[src/rtl/uart_pkg.sv]
// Shared constants and FSM state type for the UART transmit feeder.
package uart_pkg;

    localparam int UART_BYTE_W = 8;

    typedef enum logic [1:0] {
        IDLE = 2'd0,
        LOAD = 2'd1,
        REQ  = 2'd2,
        REL  = 2'd3
    } feeder_state_t;

endpackage

[src/rtl/uart_sync_fifo.sv]
// Synchronous byte FIFO with flush, occupancy count and registered-level Full/Empty flags.
module uart_sync_fifo
    import uart_pkg::*;
#(
    parameter int DEPTH_LOG2 = 4
) (
    input  logic                   Clk,
    input  logic                   nReset,
    input  logic [UART_BYTE_W-1:0] WrData,
    input  logic                   WrEn,
    input  logic                   RdEn,
    input  logic                   Flush,
    output logic [UART_BYTE_W-1:0] RdData,
    output logic                   Full,
    output logic                   Empty,
    output logic [DEPTH_LOG2:0]    Level
);

    localparam int unsigned DEPTH = 2 ** DEPTH_LOG2;
    localparam logic [DEPTH_LOG2:0] FULL_LEVEL = {1'b1, {DEPTH_LOG2{1'b0}}};

    logic [UART_BYTE_W-1:0] mem [DEPTH];
    logic [DEPTH_LOG2-1:0]  wptr;
    logic [DEPTH_LOG2-1:0]  rptr;
    logic                   wr_ok;
    logic                   rd_ok;

    assign Full   = (Level == FULL_LEVEL);
    assign Empty  = (Level == '0);
    // Flush outranks a same-cycle write; a same-cycle pop still sees the head byte.
    assign wr_ok  = WrEn & ~Full & ~Flush;
    assign rd_ok  = RdEn & ~Empty;
    assign RdData = mem[rptr];

    always_ff @(posedge Clk or negedge nReset) begin
        if (!nReset) begin
            wptr  <= '0;
            rptr  <= '0;
            Level <= '0;
        end else if (Flush) begin
            wptr  <= '0;
            rptr  <= '0;
            Level <= '0;
        end else begin
            if (wr_ok) wptr <= wptr + 1'b1;
            if (rd_ok) rptr <= rptr + 1'b1;
            case ({wr_ok, rd_ok})
                2'b10:   Level <= Level + 1'b1;
                2'b01:   Level <= Level - 1'b1;
                default: Level <= Level;
            endcase
        end
    end

    always_ff @(posedge Clk) begin
        if (wr_ok) mem[wptr] <= WrData;
    end

endmodule

[src/rtl/uart_tx_feeder.sv]
// Buffers producer bytes and hands them to the UART sender over its Send/Busy level handshake.
// Optional sticky drop flag: define UART_TX_FEEDER_OVERFLOW_EN to add Overflow/OvfClear.
module uart_tx_feeder
    import uart_pkg::*;
#(
    parameter int DEPTH_LOG2 = 4
) (
    input  logic                   Clk,
    input  logic                   nReset,
    input  logic [UART_BYTE_W-1:0] WrData,
    input  logic                   WrEn,
    input  logic                   Flush,
    output logic                   Full,
    output logic                   Empty,
    output logic [DEPTH_LOG2:0]    Level,
    output logic [UART_BYTE_W-1:0] TxData,
    output logic                   TxSend,
    input  logic                   TxBusy,
    output logic                   Idle
`ifdef UART_TX_FEEDER_OVERFLOW_EN
    ,
    output logic                   Overflow,
    input  logic                   OvfClear
`endif
);

    feeder_state_t          state;
    feeder_state_t          next_state;
    logic                   pop;
    logic [UART_BYTE_W-1:0] head;

    uart_sync_fifo #(
        .DEPTH_LOG2(DEPTH_LOG2)
    ) u_fifo (
        .Clk    (Clk),
        .nReset (nReset),
        .WrData (WrData),
        .WrEn   (WrEn),
        .RdEn   (pop),
        .Flush  (Flush),
        .RdData (head),
        .Full   (Full),
        .Empty  (Empty),
        .Level  (Level)
    );

    always_ff @(posedge Clk or negedge nReset) begin
        if (!nReset) begin
            state  <= IDLE;
            TxData <= '0;
        end else begin
            state <= next_state;
            if (pop) TxData <= head;
        end
    end

    always_comb begin
        next_state = state;
        pop        = 1'b0;
        TxSend     = 1'b0;
        case (state)
            // A same-cycle flush would leave LOAD with nothing to pop, so hold off.
            IDLE: if (!Empty && !TxBusy && !Flush) next_state = LOAD;
            LOAD: begin
                pop        = 1'b1;
                next_state = REQ;
            end
            REQ: begin
                TxSend = 1'b1;
                if (TxBusy) next_state = REL;
            end
            REL: if (!TxBusy) next_state = IDLE;
            default: next_state = IDLE;
        endcase
    end

    assign Idle = Empty && (state == IDLE) && !TxBusy;

`ifdef UART_TX_FEEDER_OVERFLOW_EN
    always_ff @(posedge Clk or negedge nReset) begin
        if (!nReset) begin
            Overflow <= 1'b0;
        end else if (OvfClear) begin
            Overflow <= 1'b0;
        end else if (WrEn && (Full || Flush)) begin
            Overflow <= 1'b1;
        end
    end
`endif

endmodule

[config.mk]
export PLATFORM = sky130hd
export DESIGN_NAME = uart_tx_feeder
export DESIGN_NICKNAME = d
export VERILOG_FILES = /design/src/rtl/uart_pkg.sv /design/src/rtl/uart_sync_fifo.sv /design/src/rtl/uart_tx_feeder.sv
export SDC_FILE = /design/constraint.sdc
export NUM_CORES = 1
export LEC_CHECK = 0
export ABC_AREA = 1
export CAP_MARGIN = 25
export CORE_MARGIN = 2
export CORE_UTILIZATION = 40
export CTS_CLUSTER_DIAMETER = 150
export DETAILED_ROUTE_END_ITERATION = 12
export DONT_BUFFER_PORTS = 1
export HOLD_SLACK_MARGIN = 0.05
export PLACE_DENSITY = 0.63
export SYNTH_ARGS = -nofsm -noshare
export SYNTH_HDL_FRONTEND = slang
export SYNTH_HIERARCHICAL = 1
export SYNTH_SLANG_ARGS = --single-unit
[constraint.sdc]
create_clock -name Clk -period 4.2 [get_ports Clk]
set_input_delay 0.84 -clock Clk [delete_from_list [all_inputs] [get_ports Clk]]
set_output_delay 0.84 -clock Clk [all_outputs]
set_load 0.03 [all_outputs]
# == After elaboration in Yosys (flattened, before gate mapping) ==
# Memory sizes are Yosys's and may differ from the RTL's. A register that Yosys moved wholly into a read port is not among the register bits.
# Cells that the tools add are included.
# totals
register_bits,15
mem_bits_rw,128
in_bits,13
output_inout_bits,17
wordCells,52
memories,1
# memory_table
memory,depth,word_bits,read_ports,rd_clocked_by_memory_dff,wr,line,source
u_fifo.mem,16,8,1,1,1,uart_sync_fifo.sv:22,logic [UART_BYTE_W-1:0] mem [DEPTH];
# op_classes
n_addsub,4
n_eq_ne,9
mux,14
bitwise_logic,6
reduce_logical,14
# op_table
op,count
4-bit two-way mux,4
5-bit case mux with 2 select lines,1
"4-bit by 1-bit adder with 4-bit output, second input constant",2
2-bit case mux with 4 select lines,1
"2-bit equality test, second input constant",3
2-bit two-way mux,3
"2-bit != test, second input constant",3
"5-bit by 1-bit adder with 5-bit output, second input constant",1
"5-bit equality test, second input constant",1
5-bit zero test,1
5-bit two-way mux,1
"5-bit by 1-bit subtractor with 5-bit output, second input constant",1
"2-bit by 1-bit equality test with 1-bit output, second input constant",2
1-bit logical AND,4
1-bit zero test,4
1-bit two-way mux,4
2-bit nonzero test,2
1-bit AND,3
1-bit NOT,3
3-bit AND reduction,1
3-bit nonzero test,1
2-bit zero test,1

# == Longest topological paths before layout ==
# Gate-level depths: netlist of the first run.
# depth
word_depth,7
ltp_mapped,16
ltp_nobuf,16

# == Hierarchy ==
# The synthesis of the first run kept the hierarchy.
# by_module_without_submodules
mod,n_inst,cells_per_inst,area_each_um2,seq_area_each_um2
uart_sync_fifo,1,499,6023.3,4169.0
uart_tx_feeder,1,43,530.5,250.2

# == Worst setup path after synthesis of the first run ==
# Ideal clock, no wire load.
# synth_timing
kind,flip-flop to output port
start,register u_fifo.Level[1]
end,output port Idle
arrival_time_ns,1.566
required_time_ns,3.360
slack_ns,1.794
stages_incl_launch_ff,6
path_buffers,0
cell_sequence,dfrtp_1 > nor2_2 > nand3_2 > inv_1 > nand2_1 > nor2_1
# synth_between
elab_chain_cells,3
# synth_lines
element,line,source
"start, declared",uart_sync_fifo.sv:16,output logic [DEPTH_LOG2:0] Level
"start signal, assigned",uart_sync_fifo.sv:48,2'b10: Level <= Level + 1'b1;
"start signal, assigned",uart_sync_fifo.sv:49,2'b01: Level <= Level - 1'b1;
"start signal, assigned",uart_sync_fifo.sv:50,default: Level <= Level;
5-bit zero test,uart_sync_fifo.sv:29,assign Empty = (Level == '0);
named net Empty,uart_tx_feeder.sv:14,"output logic Empty,"
1-bit logical AND (2 in series),uart_tx_feeder.sv:77,assign Idle = Empty && (state == IDLE) && !TxBusy;
"end, declared",uart_tx_feeder.sv:19,output logic Idle
# The timed path passes the listed nets, and every way through them passes these cells.

# == Worst setup path in the final report of the first run ==
# Ends and elaborated chain as after synthesis.

==> flow_summary_export.csv, run 1 <==
group,metric,value,unit
status,outcome,"completed",
critical_path,startpoint_type,"register",
critical_path,cp.required,3360,ps
synthesis,yosys.area_share.simple,13.4,%
drt,drc,0,
placed_design,place_ws,1590,ps
critical_path,crit_path_max_incr_delay,540,ps
critical_path,path_buf_inv,1,
drt,wl_per_cell,18.7,um
die,dieArea,17400,um^2
synthesis,syn_nets,569,
critical_path,cp-end-kind,"output port",
die,dieHeight,132,um
hold_path,hold_class,"primary input to asynchronous set/reset pin",
critical_path,worst_ep_arrival_time,2120,ps
sta,finalMaxSlewViolations,0,
global_route,grt.overflow.total,0,
synthesis,synth_top_flop_cell,"edfxtp_1",
die,io_pins,30,
global_route,grt_pass1_vias,3959,
cts,clk_latency,420,ps
cts,cts_buffer_depth,2,
critical_path,rrSetupSlack,1560,ps
synthesis,synth.avg_cell_area,12.1,um^2
cts,clock_sinks,151,
drt,via_per_inst,5.23,
finish,postLayoutCellArea,7350,um^2
synthesis,ys_seq_elements,151,
die,die_x,132,um
finish,fin_util,46.1,%
synthesis,synth_seq_area_share,67.4,%
cts,numCtsBuffers,17,
sta,fin_ws,1240,ps
global_route,antenna_found_initial,0,
finish,area_delta_synth_final,12.2,%
drt,vias,4016,
drt,final_antenna_net_count,0,
synthesis,synth_edf_count,128,
synthesis,yosys_warnings,6,
pwr,power.total,4.93,mW
finish,nNetsFinal,566,
sta,period_share,70.4,%
die,core_region_area,15900,um^2
critical_path,cp_top_family,"simple AND/OR/NAND/NOR gates",
pwr,power_leakage,2.59,nW
die,row_count,46,
synthesis,synth_compound_area_share,9.97,%
sta,finClkSkew,9.22,ps
finish,fin_cells,768,
synthesis,synth-xor-area-share,0.267,%
cts,holdBufCountCts,0,
critical_path,criticalPathCategory,"register to output port",
synthesis,yosysTopAreaCellShare,58.6,%
synthesis,synthArstFlopShare,15.2,%
synthesis,synth_area_leader_cell,"edfxtp_1",
sta,setup_viol,0,
global_route,grt_max_degree,67,
placed_design,placed_area,6670,um^2
sta,rsz0062_at_grt,"no",
synthesis,syn_inst,542,
synthesis,yosys.area_share.adder,2.79,%
sta,timing.hold.ws,112,ps
cts,root_buffer,"clkbuf_16",
die,start_util,41.1,%
finish,n_antenna_cell,0,
critical_path,path_cells,"nor2_2 > nand3_2 > inv_1 > nand2_1 > nor2_1",
critical_path,crit_fanout,5,
sta,period_needed,2960,ps
placed_design,place_hpwl,8.96,mm
critical_path,cp_slowest_cell,"dfrtp_1",
global_route,track_usage,17.0,%
drt,first_pass_iters,4,
sta,tightest_slew,955,ps
sta,max_slew_margin,36.1,%
finish,nFillCells,1386,
sta,fmax,0.338,GHz
synthesis,synthTopCellsByArea,"edfxtp_1 (59%), dfrtp_1 (8.8%), nor2_1 (6.9%)",
drt,drt-total-wl,14.4,mm
finish,multi_input_area,1850,um^2
synthesis,synthMuxAreaShare,1.83,%
pwr,irDropWorstVdd,0.304,mV
sta,final-hold-violation-count,0,
cts,postCtsSetupBuffers,0,
job,max-cap-violations,0,
sta,setup-tns-final,0,ps
synthesis,syn_area,6550,um^2
pwr,powerDensity,671,nW/um^2
finish,drive_gt1_share,12.9,%
cts,cts_tree,"built",
cts,clkTransAtPathRegs,60,ps
placed_design,gp_congestion,0.833,
cts,cts_resized,0,
finish,regArea,4420,um^2
placed_design,dpl.cell_count,735,
synthesis,synth_top_family_by_area,"simple AND/OR/NAND/NOR gates",
global_route,grt_pass1_wl,22.4,mm
placed_design,io_buffers,0,
cts,h-tree-depth,4,
drt,dr.first_iter.drc_count,365,
synthesis,yosysUniqueCellTypes,33,
## where the power goes
group,switching [mW],internal [mW]
Combinational,0.878,0.481
Clock,0.590,1.06
Sequential,0.200,1.72
Total,1.67,3.27
## flip-flops by register name, summed over array words and instances, names as in the netlist
register,flops
TxData,8
state,2
u_fifo/Level,5
u_fifo/mem,128
u_fifo/rptr,4
u_fifo/wptr,4
## per-layer routing
layer  wire [um]  vias up  GRT usage (%)  share of wire (%)
met3         767       19           3.61                5.3
met4         313        0           6.94                2.2
met2        7200      100           28.3                 50
li1            -     1919              -                  -
met5           0        -              0                  0
met1        6070     1978           21.7                 42
## cell type report
cell class              instances  area share [%]
flip-flops and latches        151            60.1
multi-input cells             340            25.2
clock buffers                  18            5.84
well taps                     216            3.68
clock inverters                14            3.06
inverters                      25            1.38
repair buffers                  4           0.681
## placed cells by master, fill, tap and decap left out, types with 6 or more instances in the layout
cell,instances
clkinv_4,6
nand3_1,26
o21ai_1,27
o21ai_0,43
nand2_1,38
mux2_4,8
nand2_2,6
edfxtp_1,128
nor2_1,121
clkbuf_16,17
ha_1,13
inv_1,17
o211ai_1,32
dfrtp_1,22
## kinds of logic after synthesis
family | after synthesis
simple gates | 205
mux | 8
buf+inv | 51
xor+xnor | 2
fa+ha+maj | 14
compound gates | 111
flops | 151
## synth_stat cells (all sizes together) (2+ instances only)
library cell    n
a21oi           4
buf            20
clkbuf          6
clkinv          2
dfrtp          23
edfxtp        128
ha             13
inv            23
mux2            8
nand2          48
nand3          29
nor2          123
nor3            3
o211ai         32
o21ai          74
## worst paths after layout
| check | start | end | cells after the start |
|---|---|---|---|
| max | u_fifo/Level[1] | Idle | 5 |
| min | nReset | TxData[4] | 0 |
| max reg2reg | state[1] | u_fifo/Level[4] | 15 |
| min reg2reg | state[0] | state[0] | 2 |
| max in group asynchronous | nReset | u_fifo/rptr[0] | 0 |
| min in group Clk | Flush | u_fifo/rptr[1] | 1 |
Power figures use the tool's default switching activity.
==> run 2: changes to the inputs <==
--- a/config.mk
+++ b/config.mk
@@ -13,7 +13,7 @@
 export DETAILED_ROUTE_END_ITERATION = 12
 export DONT_BUFFER_PORTS = 1
 export HOLD_SLACK_MARGIN = 0.05
-export PLACE_DENSITY = 0.63
+export PLACE_DENSITY = 0.65
 export SYNTH_ARGS = -nofsm -noshare
 export SYNTH_HDL_FRONTEND = slang
 export SYNTH_HIERARCHICAL = 1
==> constraint.sdc (replaced) <==
create_clock -name Clk -period 2.7 [get_ports Clk]
set_input_delay 0.54 -clock Clk [delete_from_list [all_inputs] [get_ports Clk]]
set_output_delay 0.54 -clock Clk [all_outputs]
set_load 0.03 [all_outputs]
==> run 2 against run 1 <==
Register-to-register slack got worse by 1200 ps. Combinational power increased by 59%. Via count increased by 3.8%. Core utilization increased by 0.34 points. Largest power group unchanged. Hold slack improved by 79 ps. Largest cell class unchanged. Die area unchanged. Sequential share of layout area decreased by 0.44 points. Critical path depth increased by 1.
==> flow_summary_export.csv, run 2 (synthesis gave the netlist of run 1 again) <==
group,metric,value,unit
finish,area_delta_synth_final,13.0,%
drt,first_pass_iters,5,
sta,finClkSkew,5.82,ps
hold_path,min-delay-start,"Flush",
drt,dr.first_iter.drc_count,401,
die,core_region_area,15900,um^2
finish,layout_commonest_cell,"edfxtp_1",
finish,largest_reg_flops,128,
finish,fin_cells,786,
drt,wl_per_cell,18.5,um
critical_path,criticalPathCategory,"register to output port",
sta,fin_ws,236,ps
sta,setup-tns-final,0,ps
sta,period_share,91.3,%
die,die_x,132,um
critical_path,rrSetupSlack,370,ps
sta,setup_viol,0,
drt,drc,0,
drt,vias,4167,
cts,numCtsBuffers,17,
placed_design,io_buffers,0,
global_route,grt_pass1_vias,4012,
critical_path,r2r_start,"u_fifo/Level[2]",
sta,max_slew_margin,40.3,%
critical_path,crit_path_max_incr_delay,530,ps
finish,reg_top3,"u_fifo/mem x128, TxData x8, u_fifo/Level x5",
cts,cts_buffer_depth,2,
cts,holdBufCountCts,2,
die,io_pins,30,
die,dieArea,17400,um^2
critical_path,worst_ep_arrival_time,1920,ps
hold_path,hold_class,"primary input to register",
sta,rsz0062_at_grt,"no",
job,max-cap-violations,0,
status,outcome,"completed",
critical_path,ff2ff_path_depth,15,
placed_design,gp_congestion,0.796,
sta,tightest_slew,893,ps
placed_design,place_ws,409,ps
die,start_util,41.1,%
finish,most-common-layout-cells,"edfxtp_1 (128), nor2_1 (121), o21ai_0 (43)",
critical_path,path_cells,"nor2_2 > nand3_2 > inv_1 > nand2_1 > nor2_1 > buf_4",
cts,h-tree-depth,4,
finish,regArea,4420,um^2
global_route,track_usage,17.3,%
global_route,grt_max_degree,59,
hold_path,hold_depth,1,
placed_design,placed_area,6820,um^2
critical_path,cp.required,2160,ps
sta,fmax,0.406,GHz
cts,clock_sinks,151,
cts,clk_latency,410,ps
pwr,powerDensity,992,nW/um^2
finish,nFillCells,1407,
drt,via_per_inst,5.30,
finish,multi_input_area,1850,um^2
global_route,grt.overflow.total,0,
sta,timing.hold.ws,190,ps
pwr,irDropWorstVdd,0.678,mV
die,dieHeight,132,um
cts,cts_tree,"built",
sta,period_needed,2460,ps
critical_path,startpoint_type,"register",
pwr,power_leakage,2.67,nW
critical_path,cp-end-kind,"output port",
sta,final-hold-violation-count,0,
sta,finalMaxSlewViolations,0,
finish,postLayoutCellArea,7400,um^2
cts,cts_resized,0,
drt,drt-total-wl,14.6,mm
global_route,grt_pass1_wl,22.7,mm
finish,nNetsFinal,584,
placed_design,dpl.cell_count,752,
cts,clkTransAtPathRegs,60,ps
cts,postCtsSetupBuffers,0,
die,row_count,46,
finish,top_register,"u_fifo/mem",
global_route,antenna_found_initial,0,
drt,final_antenna_net_count,0,
placed_design,place_hpwl,9.09,mm
cts,root_buffer,"clkbuf_16",
critical_path,crit_fanout,4,
critical_path,r2r-end,"u_fifo/Level[4]",
critical_path,cp_slowest_cell,"dfrtp_1",
finish,n_antenna_cell,0,
hold_path,worstHoldEndpoint,"u_fifo/rptr[0]",
finish,drive_gt1_share,15.3,%
## run 2: changes by cell type in the layout (fill, tap and decap cells not counted)
cell / before / now
buf_4: 3 / 18
clkinv_2: 0 / 7
clkinv_4: 6 / 1
bufinv_16: 5 / 1
buf_12: 0 / 3
clkbuf_8: 0 / 3
clkinvlp_4: 3 / 1
buf_16: 1 / 0
clkbuf_1: 1 / 2
dlygate4sd3_1: 0 / 1
inv_4: 1 / 2
inv_6: 1 / 0
## run 2: how the worst max path moves through the flow
stage | startpoint | slack (ps) | end
after global placement | u_fifo/Level[2] | 500 | u_fifo/Level[4]
after CTS | u_fifo/Level[2] | 210 | Idle
after detailed placement | u_fifo/Level[2] | 410 | u_fifo/Level[4]
after global routing | u_fifo/Level[2] | 130 | Idle
final | u_fifo/Level[2] | 240 | Idle
after floorplan | u_fifo/Level[1] | 590 | Idle
## run 2: power breakdown
group	internal [mW]	total [mW]	switching [mW]
Sequential	2.68	2.98	0.301
Combinational	0.781	2.16	1.38
Clock	1.33	2.20	0.870
Total	4.79	7.35	2.55
## run 2: cell type report
cell class / count / area share, %
clock inverter: 10 / 1.06
timing repair buffer: 22 / 2.77
inverter: 25 / 1.37
sequential: 151 / 59.7
tap: 216 / 3.65
multi-input combinational: 340 / 25.0
clock buffer: 22 / 6.40
## run 2: metrics by stage
step	total power [mW]	util, %
4_1_cts	7.37	46.4
6_report	7.35	46.4
5_1_grt	7.71	46.4
3_3_place_gp	5.10	42.8
3_5_place_dp	5.16	42.8
2_1_floorplan	4.69	-
## run 2: worst max-delay path, delay by kind of cell, from the launching register on
family	cells	cell delay (ps)
simple gates	4	540
flops	1	530
buf+inv	2	440
## run 2: layer usage
metal  wire (um)  global-route usage (%)
met1        6090                    22.1
met2        7330                    28.3
met3         802                    3.92
met4         338                    7.55
met5           0                       0
==> run 3: changes to the inputs <==
--- a/config.mk
+++ b/config.mk
@@ -6,7 +6,7 @@
 export NUM_CORES = 1
 export LEC_CHECK = 0
 export ABC_AREA = 1
-export CAP_MARGIN = 25
+export CAP_MARGIN = 30
 export CORE_MARGIN = 2
 export CORE_UTILIZATION = 40
 export CTS_CLUSTER_DIAMETER = 150
==> results of run 3 <==
Final layout, timing and power as in run 2 (identical DEF).
==> RTL edit, RTL diff (config.mk and constraints of run 2) <==
Build with the macro `UART_TX_FEEDER_OVERFLOW_EN` defined.
--- a/src/rtl/uart_tx_feeder.sv
+++ b/src/rtl/uart_tx_feeder.sv
@@ -2,2 +2,4 @@
 // Optional sticky drop flag: define UART_TX_FEEDER_OVERFLOW_EN to add Overflow/OvfClear.
+`define UART_TX_FEEDER_OVERFLOW_EN
+
 module uart_tx_feeder
Ports: changed (added Overflow and OvfClear); port bits go from 30 to 32. No check against the original RTL was run, so the function may have changed too.
==> RTL edit against run 2 <==
- sequential cell count grew 1
- largest power group unchanged
- clock power grew 9%
- area after synthesis grew 0.44%
- largest cell class unchanged
- via count shrank 1.5%
- total power grew 2.5%
- worst setup slack lost 0.0053 ns
- routed wire length shrank 1.9%
- count of clock-buffer cells in the layout grew 2
- final area grew 1.2%
- first-iteration DRC count shrank 15%
- register-to-register slack gained 0.04 ns
==> RTL edit: results (changes against run 2) <==
outcome=completed (unchanged); DP HPWL=9.09 mm (about the same); initial antenna violation count=0 (unchanged); Worst-Margin Slew=0.822 ns (was 0.893 ns); Worst path max stage delay=0.52 ns; Post-synth EDFFs=128 (unchanged); IO Port Bufs=0 (unchanged); Root Buffer=clkbuf_16 (unchanged); slowest CP cell=dfrtp_1 (unchanged); Post-Route Skew=0.00853 ns (was 0.00582 ns); WL/cell=18.1 um (was 18.5 um); Synth area leaders=edfxtp_1 (58%), dfrtp_1 (9.1%), nor2_1 (6.9%), o211ai_1 (3.6%), o21ai_0 (3.3%) (was edfxtp_1 (59%), dfrtp_1 (8.8%), nor2_1 (6.9%), o211ai_1 (3.7%), o21ai_0 (3.3%)); H-tree depth=4 (unchanged); share of the yosys chip area belonging to registers=0.675 (was 0.674); overall routing resource usage=0.169 (was 0.173); Nets=588 (was 584); Cells after DPL=755 (was 752); Critical Path AT=1.93 ns; placed cell area=0.00685 sq mm (was 0.00682 sq mm); # resized after CTS=0 (unchanged); Max-Cap Viols=0 (unchanged); Vias=4105 (was 4167); Warnings, synthesis=6 (unchanged); Async SR Flop Fraction=0.158 (was 0.152); top cells by count, synth=edfxtp_1 (128), nor2_1 (121), o21ai_0 (44), nand2_1 (39), o211ai_1 (32) (was edfxtp_1 (128), nor2_1 (121), o21ai_0 (43), nand2_1 (38), o211ai_1 (32)); Clock transition at path regs=0.06 ns (about the same); r2r startpoint=u_fifo/Level[3] (was u_fifo/Level[2]); library cells used by synthesis=33 (unchanged); antenna cells=0 (unchanged); Pleak=0.00271 uW (was 0.00267 uW); Min-Delay Path Class=input port to register (unchanged); Max IR drop VDD=0.547 mV (was 0.678 mV); # fillers=1456 (was 1407); Top delay family on crit path=simple AND/OR/NAND/NOR gates (unchanged); Synth Flop Type=edfxtp_1 (unchanged); Mean Syn Cell Area=12.1 sq um (about the same); first-iteration detailed-routing DRC count=340 (was 401); ANT nets after route=0 (unchanged); largest net degree at the start of global routing=67 (was 59); GP Congestion=0.818 (was 0.796); Synth Net Count=573 (was 569); WS Path Type=register to output port (unchanged); Hold Startpoint=OvfClear (was Flush); first-pass GRT wire length=22.6 mm (was 22.7 mm); Final Non-Filler Cells=789 (was 786); Final Setup Violations=0 (unchanged); share of cells above drive strength 1=0.147 (was 0.153)
-- RTL edit: final cells by class --
cell class / instances / share of cell area
sequential: 152 / 0.593
multi-input combinational: 342 / 0.248
clock buffer: 24 / 0.0715
tap: 216 / 0.0361
timing repair buffer: 22 / 0.0274
inverter: 25 / 0.0135
clock inverter: 8 / 0.0105
-- RTL edit: final timing paths --
| kind | endpoint | slack (ns) | depth (start not counted) |
|---|---|---|---|
| max | Idle | 0.23 | 6 |
| min | Overflow | 0.18 | 1 |
| max reg2reg | u_fifo/Level[4] | 0.41 | 15 |
| min reg2reg | state[0] | 0.55 | 2 |
| max in group asynchronous | u_fifo/rptr[0] | 1.99 | 2 |
| min in group asynchronous | TxData[0] | 0.55 | 2 |
-- RTL edit: layer usage --
layer  global-route usage  part of all wire
met4               0.0759             0.026
met3               0.0319             0.044
met2                0.289              0.50
met5                    0                 0
met1                0.209              0.43
-- RTL edit: where the power goes --
| part | internal, uW | leakage, uW | total, uW | switching [uW] |
|---|---|---|---|---|
| clock network | 1490 | 0.000307 | 2390 | 898 |
| registers | 2700 | 0.00146 | 2990 | 293 |
| logic | 775 | 0.000943 | 2150 | 1370 |
-- RTL edit: through the flow --
step	utilization	worst slack [ns]	power, uW
CTS	0.468	0.230	7540
global route	0.468	0.115	7880
global placement	0.428	0.504	5090
detailed placement	0.428	0.438	5150
floorplan	-	0.579	4700
finish	0.468	0.230	7530
-- RTL edit: cell families (layout without fill, tap and decap cells) --
| family | Yosys count | count (layout) | share of synthesized area |
|---|---|---|---|
| xor+xnor | 2 | 2 | 0.00266 |
| mux | 8 | 8 | 0.0182 |
| buf+inv | 51 | 79 | 0.0426 |
| fa+ha+maj | 14 | 14 | 0.0278 |
| simple gates | 205 | 205 | 0.133 |
| compound gates | 113 | 113 | 0.100 |
| flops | 152 | 152 | 0.675 |
-- RTL edit: what timing repair did --
item	CTS	global route
hold buffers	2	0
setup endpoints to repair	0	0
endpoints found under the hold margin	24	0
